File: src/rtl/reg_bus_reader.sv
// Read-side bus interface: on a four-phase request, captures one source register
// and drives it onto a shared, OR-combinable data bus for a fixed window.
module reg_bus_reader #(
  parameter int unsigned WIDTH = 8,
  parameter int unsigned NREG  = 4,
  parameter int unsigned SEL_W = 2,
  parameter int unsigned HOLD  = 2
) (
  input  logic                    clk,
  input  logic                    rst,
  input  logic                    rd_req,
  input  logic [SEL_W-1:0]        rd_sel,
  input  logic [NREG*WIDTH-1:0]   reg_in,
  output logic [WIDTH-1:0]        bus_data,
  output logic                    bus_oe,
  output logic                    rd_ack,
  output logic                    busy,
  output logic [WIDTH-1:0]        Dshow
);

  localparam int unsigned HOLD_EFF = (HOLD == 0) ? 1 : HOLD;
  localparam int unsigned CNT_W    = $clog2(HOLD_EFF + 1);
  localparam logic [CNT_W-1:0] CNT_LOAD = CNT_W'(HOLD_EFF - 1);

  typedef enum logic [1:0] {
    S_IDLE,
    S_CAPTURE,
    S_DRIVE,
    S_DONE
  } state_t;

  state_t             state_q,    state_d;
  logic [SEL_W-1:0]   sel_q,      sel_d;
  logic [WIDTH-1:0]   latch_q,    latch_d;
  logic [CNT_W-1:0]   cnt_q,      cnt_d;
  logic [WIDTH-1:0]   bus_data_q, bus_data_d;
  logic               bus_oe_q,   bus_oe_d;
  logic               rd_ack_q,   rd_ack_d;
  logic               busy_q,     busy_d;
  logic [WIDTH-1:0]   reg_pick_c;

  // Source register mux; an out-of-range index reads as zero.
  always_comb begin
    reg_pick_c = '0;
    for (int unsigned k = 0; k < NREG; k++) begin
      if (sel_q == SEL_W'(k)) begin
        reg_pick_c = reg_in[k*WIDTH +: WIDTH];
      end
    end
  end

  always_comb begin
    state_d    = state_q;
    sel_d      = sel_q;
    latch_d    = latch_q;
    cnt_d      = cnt_q;
    bus_data_d = bus_data_q;
    bus_oe_d   = bus_oe_q;
    rd_ack_d   = rd_ack_q;
    busy_d     = busy_q;

    unique case (state_q)
      S_IDLE: begin
        if (rd_req) begin
          sel_d   = rd_sel;
          busy_d  = 1'b1;
          state_d = S_CAPTURE;
        end
      end
      S_CAPTURE: begin
        latch_d    = reg_pick_c;
        bus_data_d = reg_pick_c;
        bus_oe_d   = 1'b1;
        cnt_d      = CNT_LOAD;
        state_d    = S_DRIVE;
      end
      S_DRIVE: begin
        if (cnt_q != '0) begin
          cnt_d = cnt_q - CNT_W'(1);
        end else begin
          bus_oe_d   = 1'b0;
          bus_data_d = '0;
          rd_ack_d   = 1'b1;
          state_d    = S_DONE;
        end
      end
      S_DONE: begin
        // Hold the acknowledge until the requester releases its request.
        if (!rd_req) begin
          rd_ack_d = 1'b0;
          busy_d   = 1'b0;
          state_d  = S_IDLE;
        end
      end
      default: state_d = S_IDLE;
    endcase
  end

  always_ff @(posedge clk or negedge rst) begin
    if (!rst) begin
      state_q    <= S_IDLE;
      sel_q      <= '0;
      latch_q    <= '0;
      cnt_q      <= '0;
      bus_data_q <= '0;
      bus_oe_q   <= 1'b0;
      rd_ack_q   <= 1'b0;
      busy_q     <= 1'b0;
    end else begin
      state_q    <= state_d;
      sel_q      <= sel_d;
      latch_q    <= latch_d;
      cnt_q      <= cnt_d;
      bus_data_q <= bus_data_d;
      bus_oe_q   <= bus_oe_d;
      rd_ack_q   <= rd_ack_d;
      busy_q     <= busy_d;
    end
  end

  assign bus_data = bus_data_q;
  assign bus_oe   = bus_oe_q;
  assign rd_ack   = rd_ack_q;
  assign busy     = busy_q;
  assign Dshow    = latch_q;

endmodule

File: config.mk
export PLATFORM = sky130hd
export DESIGN_NAME = reg_bus_reader
export DESIGN_NICKNAME = d
export VERILOG_FILES = /design/src/rtl/reg_bus_reader.sv
export SDC_FILE = /design/constraint.sdc
export NUM_CORES = 1
export LEC_CHECK = 0
export CORE_MARGIN = 8
export CORE_UTILIZATION = 45
export DETAILED_ROUTE_END_ITERATION = 10
export PLACE_DENSITY = 0.93
export SETUP_SLACK_MARGIN = 0.02
export SKIP_LAST_GASP = 1
export SYNTH_ARGS = -nofsm -noshare
export SYNTH_HDL_FRONTEND = slang
export SYNTH_SLANG_ARGS = --single-unit
File: constraint.sdc
create_clock -name clk -period 4 [get_ports clk]
set_input_delay 0.4 -clock clk [delete_from_list [all_inputs] [get_ports clk]]
set_output_delay 0.4 -clock clk [all_outputs]
set_load 0.005 [all_outputs]
==> out/results.txt, run 1 <==
status - finished, final reports clean
area of the multi-input gates - 654 µm²
CP required - 4.23 ns
Max Clock Freq - 0.464 GHz
RSZ-0062 raised after global routing - false
leakage - 0.875 nW
number of global-route vias before repair - 1195
deepest clock path buffer count - 2
Fill cells - 248
Hold Path Class - flip-flop to flip-flop
crit-path max FO - 14
global-route wire length before repair - 5850 µm
post-CTS setup buffer count - 0
Tot GR Track Use - 0.143
Cell variety after synth - 25
Slew Limit Headroom - 0.271
sequential share of the synthesized area - 0.450
Slew Viols, Final - 0
row count - 20
clock sinks - 25
Routability Congestion - 0.819
Layout area overhead - 40.5%
Placeable Area - 3000 µm²
die area - 5120 µm²
TritonCTS buffer count - 3
FF/Latch Area - 626 µm²
post-synth top area share - 0.450
initial antenna violation count - 0
Non-Filler Cell Area, Final - 1950 µm²
most common cell after layout, fill and taps aside - clkdlybuf4s50_1
Crit. End Element - flip-flop
Via Count - 1099
DR iter-0 viols - 36
critical path startpoint category - flip-flop
Worst-path clk slew - 0.13 ns
leading area contributor after synthesis - dfrtp_1
TNS Setup - 0 ns
pre-CTS WS - 1.90 ns
pin count of the biggest net entering global routing - 26
Post-Synthesis Cells - 127
arrival time at the worst endpoint - 2.39 ns
root buffer cell - clkbuf_4
Crit path largest cell delay - 0.58 ns
clock skew - 0.00111 ns
Synth area leaders - dfrtp_1, mux2_2, mux2_4
Layout Utilization - 0.650
Crit Path Class - flip-flop to flip-flop
Top delay family on crit path - simple AND/OR/NAND/NOR gates
DP HPWL - 2990 µm
actual slew at the worst max-slew pin - 1.09 ns
commonest cells after routing, fill and taps aside - clkdlybuf4s50_1, dfrtp_1, o21ai_0
vias per inst - 5.18
Initial Util - 0.463
DR pass1 iterations - 4
Tcrit/Tclk final - 0.539
Synth Cell Area - 1390 µm²
IO Port Bufs - 55
Ant. Diodes - 0
total grt overflow - 0
Detailed Route WL - 3560 µm
max-cap violations - 0
chip height - 71.6 µm
DRC Markers - 0
antenna viol nets, final - 0
H-tree levels - 1
flops & latches, synth - 25
Tmin final - 2.16 ns
CP cell instances - inv_1 > ha_1 > nor2b_1 > a22oi_1 > o21ai_0
worst path bufs/invs - 1
CTS resizes - 0
net count after synthesis - 170
Routed WL per cell - 16.8 µm
Worst VDD drop - 0.499 mV
Power, Total - 1.29 mW
final net count - 223
final worst slack - 1.84 ns
Post-CTS Hold Buffers - 0
IO Count - 56
Post-DP Area - 1920 µm²
Pwr Density - 663 nW/µm²
yosys warns - 0
CTS tree - yes
Die W - 71.6 µm
# setup viols final - 0
CP max-delay cell - nor2b_1
latest clock arrival within the worst-skew pair - 0.31 ns
share of cells above drive strength 1 - 0.145
final hold vios - 0
synthesized area per cell - 10.9 µm²
[layer usage]
layer  GRT usage  part of all wire  wire length, µm  vias to the layer above
met5           0                 0                0                        -
li1            -                 -                -                      539
met4      0.0181             0.016               57                        0
met3      0.0363             0.033              117                        4
met2       0.283              0.54             1940                       28
met1       0.149              0.41             1450                      528
[worst paths after layout]
| check | startpoint | to | slack (ns) | depth (start not counted) |
|---|---|---|---|---|
| worst max-delay path | state_q[1] | bus_data[0] | 1.84 | 5 |
| max in group asynchronous | rst | bus_data[7] | 2.69 | 1 |
| worst min register to register | bus_data[6] | bus_data[6] | 0.50 | 2 |
| min in group asynchronous | rst | Dshow[1] | 0.66 | 1 |
| worst max register to register | state_q[1] | bus_data[0] | 1.84 | 5 |
| worst min-delay path | bus_data[6] | bus_data[6] | 0.50 | 2 |
[stage by stage]
step | hold slack [ns] | instances
5_1_grt | 0.539 | 212
3_5_place_dp | 0.478 | 208
3_3_place_gp | 0.469 | 208
6_report | 0.504 | 212
4_1_cts | 0.509 | 212
2_1_floorplan | 0.104 | 127
[report_power, final]
part           switching (mW)  internal [mW]  total (mW)
clock                  0.0725         0.0374       0.110
sequential              0.105          0.370       0.475
combinational           0.308          0.401       0.709
total                   0.486          0.809        1.29
[cell families after synthesis]
logic type,count (synthesis),synth area share
compound gates,33,0.154
fa+ha+maj,6,0.0541
mux,22,0.197
simple gates,19,0.0595
buf+inv,21,0.0784
xor+xnor,1,0.00631
flops,25,0.450
[layout make-up]
cell class	count	area share
clock buffers	3	0.0115
flip-flops and latches	25	0.321
well taps	33	0.0212
clock inverters	1	0.00256
multi-input cells	81	0.335
repair buffers	55	0.282
inverters	14	0.0269
[state kept, by name, indices dropped and copies added, names as in the netlist]
name and count:
Dshow 8, bus_data 8, bus_oe 1, busy 1, cnt_q 2, rd_ack 1
sel_q 2, state_q 2
[cell usage after synthesis, drive strengths merged]
master  number
nor3         1
o21ai       20
a22oi        8
o21bai       1
mux2i        3
xor2         1
nor2b        3
nor2         4
clkbuf       2
a21oi        2
dfrtp       25
and2         1
buf          5
o22ai        1
ha           6
nand2       10
inv         14
mux2        19
a22o         1
[worst min-delay path, cell delays in order (launching register included)]
cell and delay [ns]:
dfrtp_1 0.37, nand2_1 0.06, o21ai_2 0.05
Note: power is estimated with default switching activity, not from simulation.
==> run 2: changes to the inputs <==
Settings changed: CORE_UTILIZATION 45 to 43, PLACE_DENSITY 0.93 to 0.9.
Clock period 4 ns to 2.1 ns, I/O delays scaled along.
==> out/results.txt, run 2 (synthesis results as in run 1) <==
Tmin final - 1.95 ns (was 2.16 ns)
global-route wire length before repair - 6120 µm (was 5850 µm)
Crit. End Element - flip-flop (unchanged)
max-cap violations - 0 (unchanged)
cell count after placement - 223 (was 208)
arrival time at the worst endpoint - 2.19 ns (was 2.39 ns)
H-tree levels - 1 (unchanged)
final net count - 227 (was 223)
actual slew at the worst max-slew pin - 0.798 ns (was 1.09 ns)
antenna viol nets, final - 0 (unchanged)
# setup viols final - 0 (unchanged)
crit-path max FO - 8 (was 14)
root buffer cell - clkbuf_4 (unchanged)
CTS resizes - 0 (unchanged)
clock sinks - 25 (unchanged)
most common cell after layout, fill and taps aside - clkdlybuf4s50_1 (unchanged)
DR iter-0 viols - 61 (was 36)
Hold Path Class - input port to asynchronous set/reset pin (was flip-flop to flip-flop)
Worst-path clk slew - 0.14 ns (was 0.13 ns)
Cell Count, Final, Fillers Out - 227 (was 212)
Layout area overhead - 43.9% (was 40.5%)
latest clock arrival within the worst-skew pair - 0.32 ns (was 0.31 ns)
Non-Filler Cell Area, Final - 2000 µm² (was 1950 µm²)
CTS tree - yes (unchanged)
RSZ-0062 raised after global routing - false (unchanged)
Tot GR Track Use - 0.148 (was 0.143)
pre-CTS WS - 0.201 ns (was 1.90 ns)
number of global-route vias before repair - 1257 (was 1195)
Worst Reg2Reg Path Length in Cells - 5 (unchanged)
Post-CTS Hold Buffers - 0 (unchanged)
Worst VDD drop - 0.801 mV (was 0.499 mV)
Detailed Route WL - 3810 µm (was 3560 µm)
CP required - 2.34 ns (was 4.23 ns)
Placeable Area - 3050 µm² (was 3000 µm²)
Ant. Diodes - 0 (unchanged)
Via Count - 1160 (was 1099)
Max Clock Freq - 0.514 GHz (was 0.464 GHz)
Power, Total - 2.53 mW (was 1.29 mW)
row count - 20 (unchanged)
total grt overflow - 0 (unchanged)
chip height - 72.8 µm (was 71.6 µm)
vias per inst - 5.11 (was 5.18)
deepest clock path buffer count - 2 (unchanged)
commonest cells after routing, fill and taps aside - clkdlybuf4s50_1, dfrtp_1, o21ai_0 (unchanged)
critical path startpoint category - flip-flop (unchanged)
IO Count - 56 (unchanged)
IO Port Bufs - 55 (unchanged)
post-CTS setup buffer count - 0 (unchanged)
reg-to-reg setup timing slack - 0.15 ns (was 1.84 ns)
die area - 5300 µm² (was 5120 µm²)
Slew Limit Headroom - 0.468 (was 0.271)
leakage - 0.890 nW (was 0.875 nW)
Pwr Density - 1260 nW/µm² (was 663 nW/µm²)
clock skew - 0.0119 ns (was 0.00111 ns)
pin count of the biggest net entering global routing - 26 (unchanged)
TNS Setup - 0 ns (unchanged)
DRC Markers - 0 (unchanged)
Routed WL per cell - 16.8 µm (about the same)
Post-DP Area - 1970 µm² (was 1920 µm²)
DR pass1 iterations - 5 (was 4)
final worst slack - 0.155 ns (was 1.84 ns)
Crit Path Class - flip-flop to flip-flop (unchanged)
status - finished, final reports clean (unchanged)
Tcrit/Tclk final - 0.926 (was 0.539)
Fill cells - 264 (was 248)
Die W - 72.8 µm (was 71.6 µm)
Routability Congestion - 0.876 (was 0.819)
initial antenna violation count - 0 (unchanged)
DP HPWL - 3210 µm (was 2990 µm)
Initial Util - 0.455 (was 0.463)
TritonCTS buffer count - 3 (unchanged)
share of cells above drive strength 1 - 0.164 (was 0.145)
worst reg2reg startpoint - state_q[1] (unchanged)
final hold vios - 0 (unchanged)
FF-to-FF End - bus_data[4] (was bus_data[0])
Slew Viols, Final - 0 (unchanged)
==> run 2: worst max-delay path, stage by stage (launching register included) <==
cell     delay (ns)
dfrtp_1        0.43
inv_1          0.11
ha_1           0.25
nor2b_1        0.60
a22oi_1        0.24
o21ai_0        0.24
==> run 2: metal layers <==
| layer | track usage | vias up | share of wire |
|---|---|---|---|
| li1 | - | 546 | - |
| met1 | 0.149 | 568 | 0.38 |
| met2 | 0.295 | 40 | 0.57 |
| met3 | 0.0275 | 6 | 0.037 |
| met4 | 0.0400 | 0 | 0.017 |
| met5 | 0 | - | 0 |
==> run 2: area by class of cell <==
class	instances	area, µm²	area share
well taps	44	55.1	0.0276
inverters	14	52.6	0.0263
repair buffers	59	581	0.291
flip-flops and latches	25	626	0.313
clock buffers	3	22.5	0.0113
clock inverters	1	7.51	0.00376
multi-input cells	81	654	0.327
==> run 2: power breakdown <==
group          switching [mW]  leakage [nW]  total [mW]  internal [mW]
Combinational           0.605         0.575        1.41          0.801
Sequential              0.203         0.302       0.907          0.704
Clock                   0.142        0.0139       0.215         0.0727
==> run 2: worst max path at each step <==
stage,from,to,depth (start not counted)
global route,state_q[1],bus_data[0],5
floorplan,state_q[0],state_q[1],6
detailed placement,state_q[1],bus_data[4],5
CTS,state_q[1],bus_data[4],5
finish,state_q[1],bus_data[4],5
global placement,state_q[1],bus_data[3],5
==> run 2: stage by stage <==
stage          hold slack (ns)   util
6_report                 0.232  0.655
5_1_grt                  0.234  0.655
4_1_cts                  0.241  0.655
3_5_place_dp             0.470  0.645
3_3_place_gp             0.463  0.645
2_1_floorplan          -0.0856      -
==> run 3: changes to the inputs <==
Settings changed: MAX_ROUTING_LAYER set to met4.
==> out/results.txt, run 3 (synthesis results as in run 1) <==
status - finished, final reports clean (unchanged)
CTS resizes - 0 (unchanged)
IO Count - 56 (unchanged)
Power, Total - 2.53 mW (about the same)
Layout area overhead - 43.9% (unchanged)
initial antenna violation count - 0 (unchanged)
die area - 5300 µm² (unchanged)
share of cells above drive strength 1 - 0.164 (unchanged)
Initial Util - 0.455 (unchanged)
DRC Markers - 0 (unchanged)
IO Port Bufs - 55 (unchanged)
total grt overflow - 0 (unchanged)
max-cap violations - 0 (unchanged)
global-route wire length before repair - 6130 µm (was 6120 µm)
clock skew - 0.0118 ns (was 0.0119 ns)
Layout Utilization - 0.655 (unchanged)
Detailed Route WL - 3810 µm (about the same)
H-tree levels - 1 (unchanged)
TNS Setup - 0 ns (unchanged)
Slew Limit Headroom - 0.470 (was 0.468)
chip height - 72.8 µm (unchanged)
most common cell after layout, fill and taps aside - clkdlybuf4s50_1 (unchanged)
pin count of the biggest net entering global routing - 26 (unchanged)
Post-CTS Hold Buffers - 0 (unchanged)
DR pass1 iterations - 5 (unchanged)
Crit. End Element - flip-flop (unchanged)
Placeable Area - 3050 µm² (unchanged)
RSZ-0062 raised after global routing - false (unchanged)
antenna viol nets, final - 0 (unchanged)
CTS tree - yes (unchanged)
root buffer cell - clkbuf_4 (unchanged)
Via Count - 1150 (was 1160)
Tcrit/Tclk final - 0.927 (was 0.926)
CP required - 2.33 ns (was 2.34 ns)
Pwr Density - 1270 nW/µm² (was 1260 nW/µm²)
Tmin final - 1.95 ns (about the same)
Fill cells - 264 (unchanged)
Tot GR Track Use - 0.152 (was 0.148)
arrival time at the worst endpoint - 2.18 ns (was 2.19 ns)
number of global-route vias before repair - 1249 (was 1257)
# setup viols final - 0 (unchanged)
Worst VDD drop - 0.799 mV (was 0.801 mV)
Crit Path Class - flip-flop to flip-flop (unchanged)
post-CTS setup buffer count - 0 (unchanged)
deepest clock path buffer count - 2 (unchanged)
Hold Path Class - input port to asynchronous set/reset pin (unchanged)
worst setup path start - state_q[1] (unchanged)
final hold vios - 0 (unchanged)
actual slew at the worst max-slew pin - 0.795 ns (was 0.798 ns)
crit-path max FO - 8 (unchanged)
leakage - 0.890 nW (unchanged)
Slew Viols, Final - 0 (unchanged)
Worst-path clk slew - 0.14 ns (about the same)
Ant. Diodes - 0 (unchanged)
TritonCTS buffer count - 3 (unchanged)
Routability Congestion - 0.891 (was 0.876)
final net count - 227 (unchanged)
Routed WL per cell - 16.8 µm (about the same)
latest clock arrival within the worst-skew pair - 0.32 ns (about the same)
critical path startpoint category - flip-flop (unchanged)
row count - 20 (unchanged)
Die W - 72.8 µm (unchanged)
DR iter-0 viols - 60 (was 61)
vias per inst - 5.07 (was 5.11)
DP HPWL - 3210 µm (unchanged)
worst reg2reg startpoint - state_q[1] (unchanged)
Max Clock Freq - 0.514 GHz (about the same)
commonest cells after routing, fill and taps aside - clkdlybuf4s50_1, dfrtp_1, o21ai_0 (unchanged)
clock sinks - 25 (unchanged)
-- run 3: cell counts in the layout (fill, tap and decap cells not counted) --
No cell type changed its count.
-- run 3: through the flow --
step	instances	cell area (µm²)	hold slack, ns	worst slack (ns)
floorplan	127	1390	-0.0856	0.554
global placement	223	1970	0.463	0.413
detailed placement	223	1970	0.470	0.201
CTS	227	2000	0.241	0.186
global route	227	2000	0.234	0.0207
finish	227	2000	0.239	0.154
-- run 3: power by group --
group	switching, mW	internal [mW]	total, mW
clock	0.141	0.0726	0.214
sequential	0.201	0.704	0.906
combinational	0.608	0.801	1.41
-- run 3: final timing paths --
path,to,slack [ns],cells past startpoint
max,bus_data[4],0.15,5
min,Dshow[1],0.24,2
max reg2reg,bus_data[4],0.15,5
min reg2reg,bus_data[1],0.49,2
max in group asynchronous,state_q[0],1.61,2
min in group clk,bus_data[1],0.49,2
-- run 3: cell type report --
| cell class | count | area, µm² | share of cell area |
|---|---|---|---|
| multi-input combinational | 81 | 654 | 0.327 |
| sequential | 25 | 626 | 0.313 |
| timing repair buffer | 59 | 581 | 0.291 |
| tap | 44 | 55.1 | 0.0276 |
| inverter | 14 | 52.6 | 0.0263 |
| clock buffer | 3 | 22.5 | 0.0113 |
| clock inverter | 1 | 7.51 | 0.00376 |
-- run 3: routing by layer --
| metal | wire length [µm] | share of wire | up-vias | track usage |
|---|---|---|---|---|
| met5 | 0 | 0 | - | - |
| met4 | 62 | 0.016 | 0 | 0.0400 |
| met3 | 135 | 0.035 | 8 | 0.0275 |
| met2 | 2180 | 0.57 | 40 | 0.293 |
| met1 | 1440 | 0.38 | 555 | 0.152 |
| li1 | - | - | 547 | - |
-- run 3: worst max-delay path, stage by stage (launching register included) --
cell and delay, ns:
dfrtp_1 0.43, inv_1 0.11, ha_1 0.25, nor2b_1 0.61, a22oi_1 0.23, o21ai_0 0.24
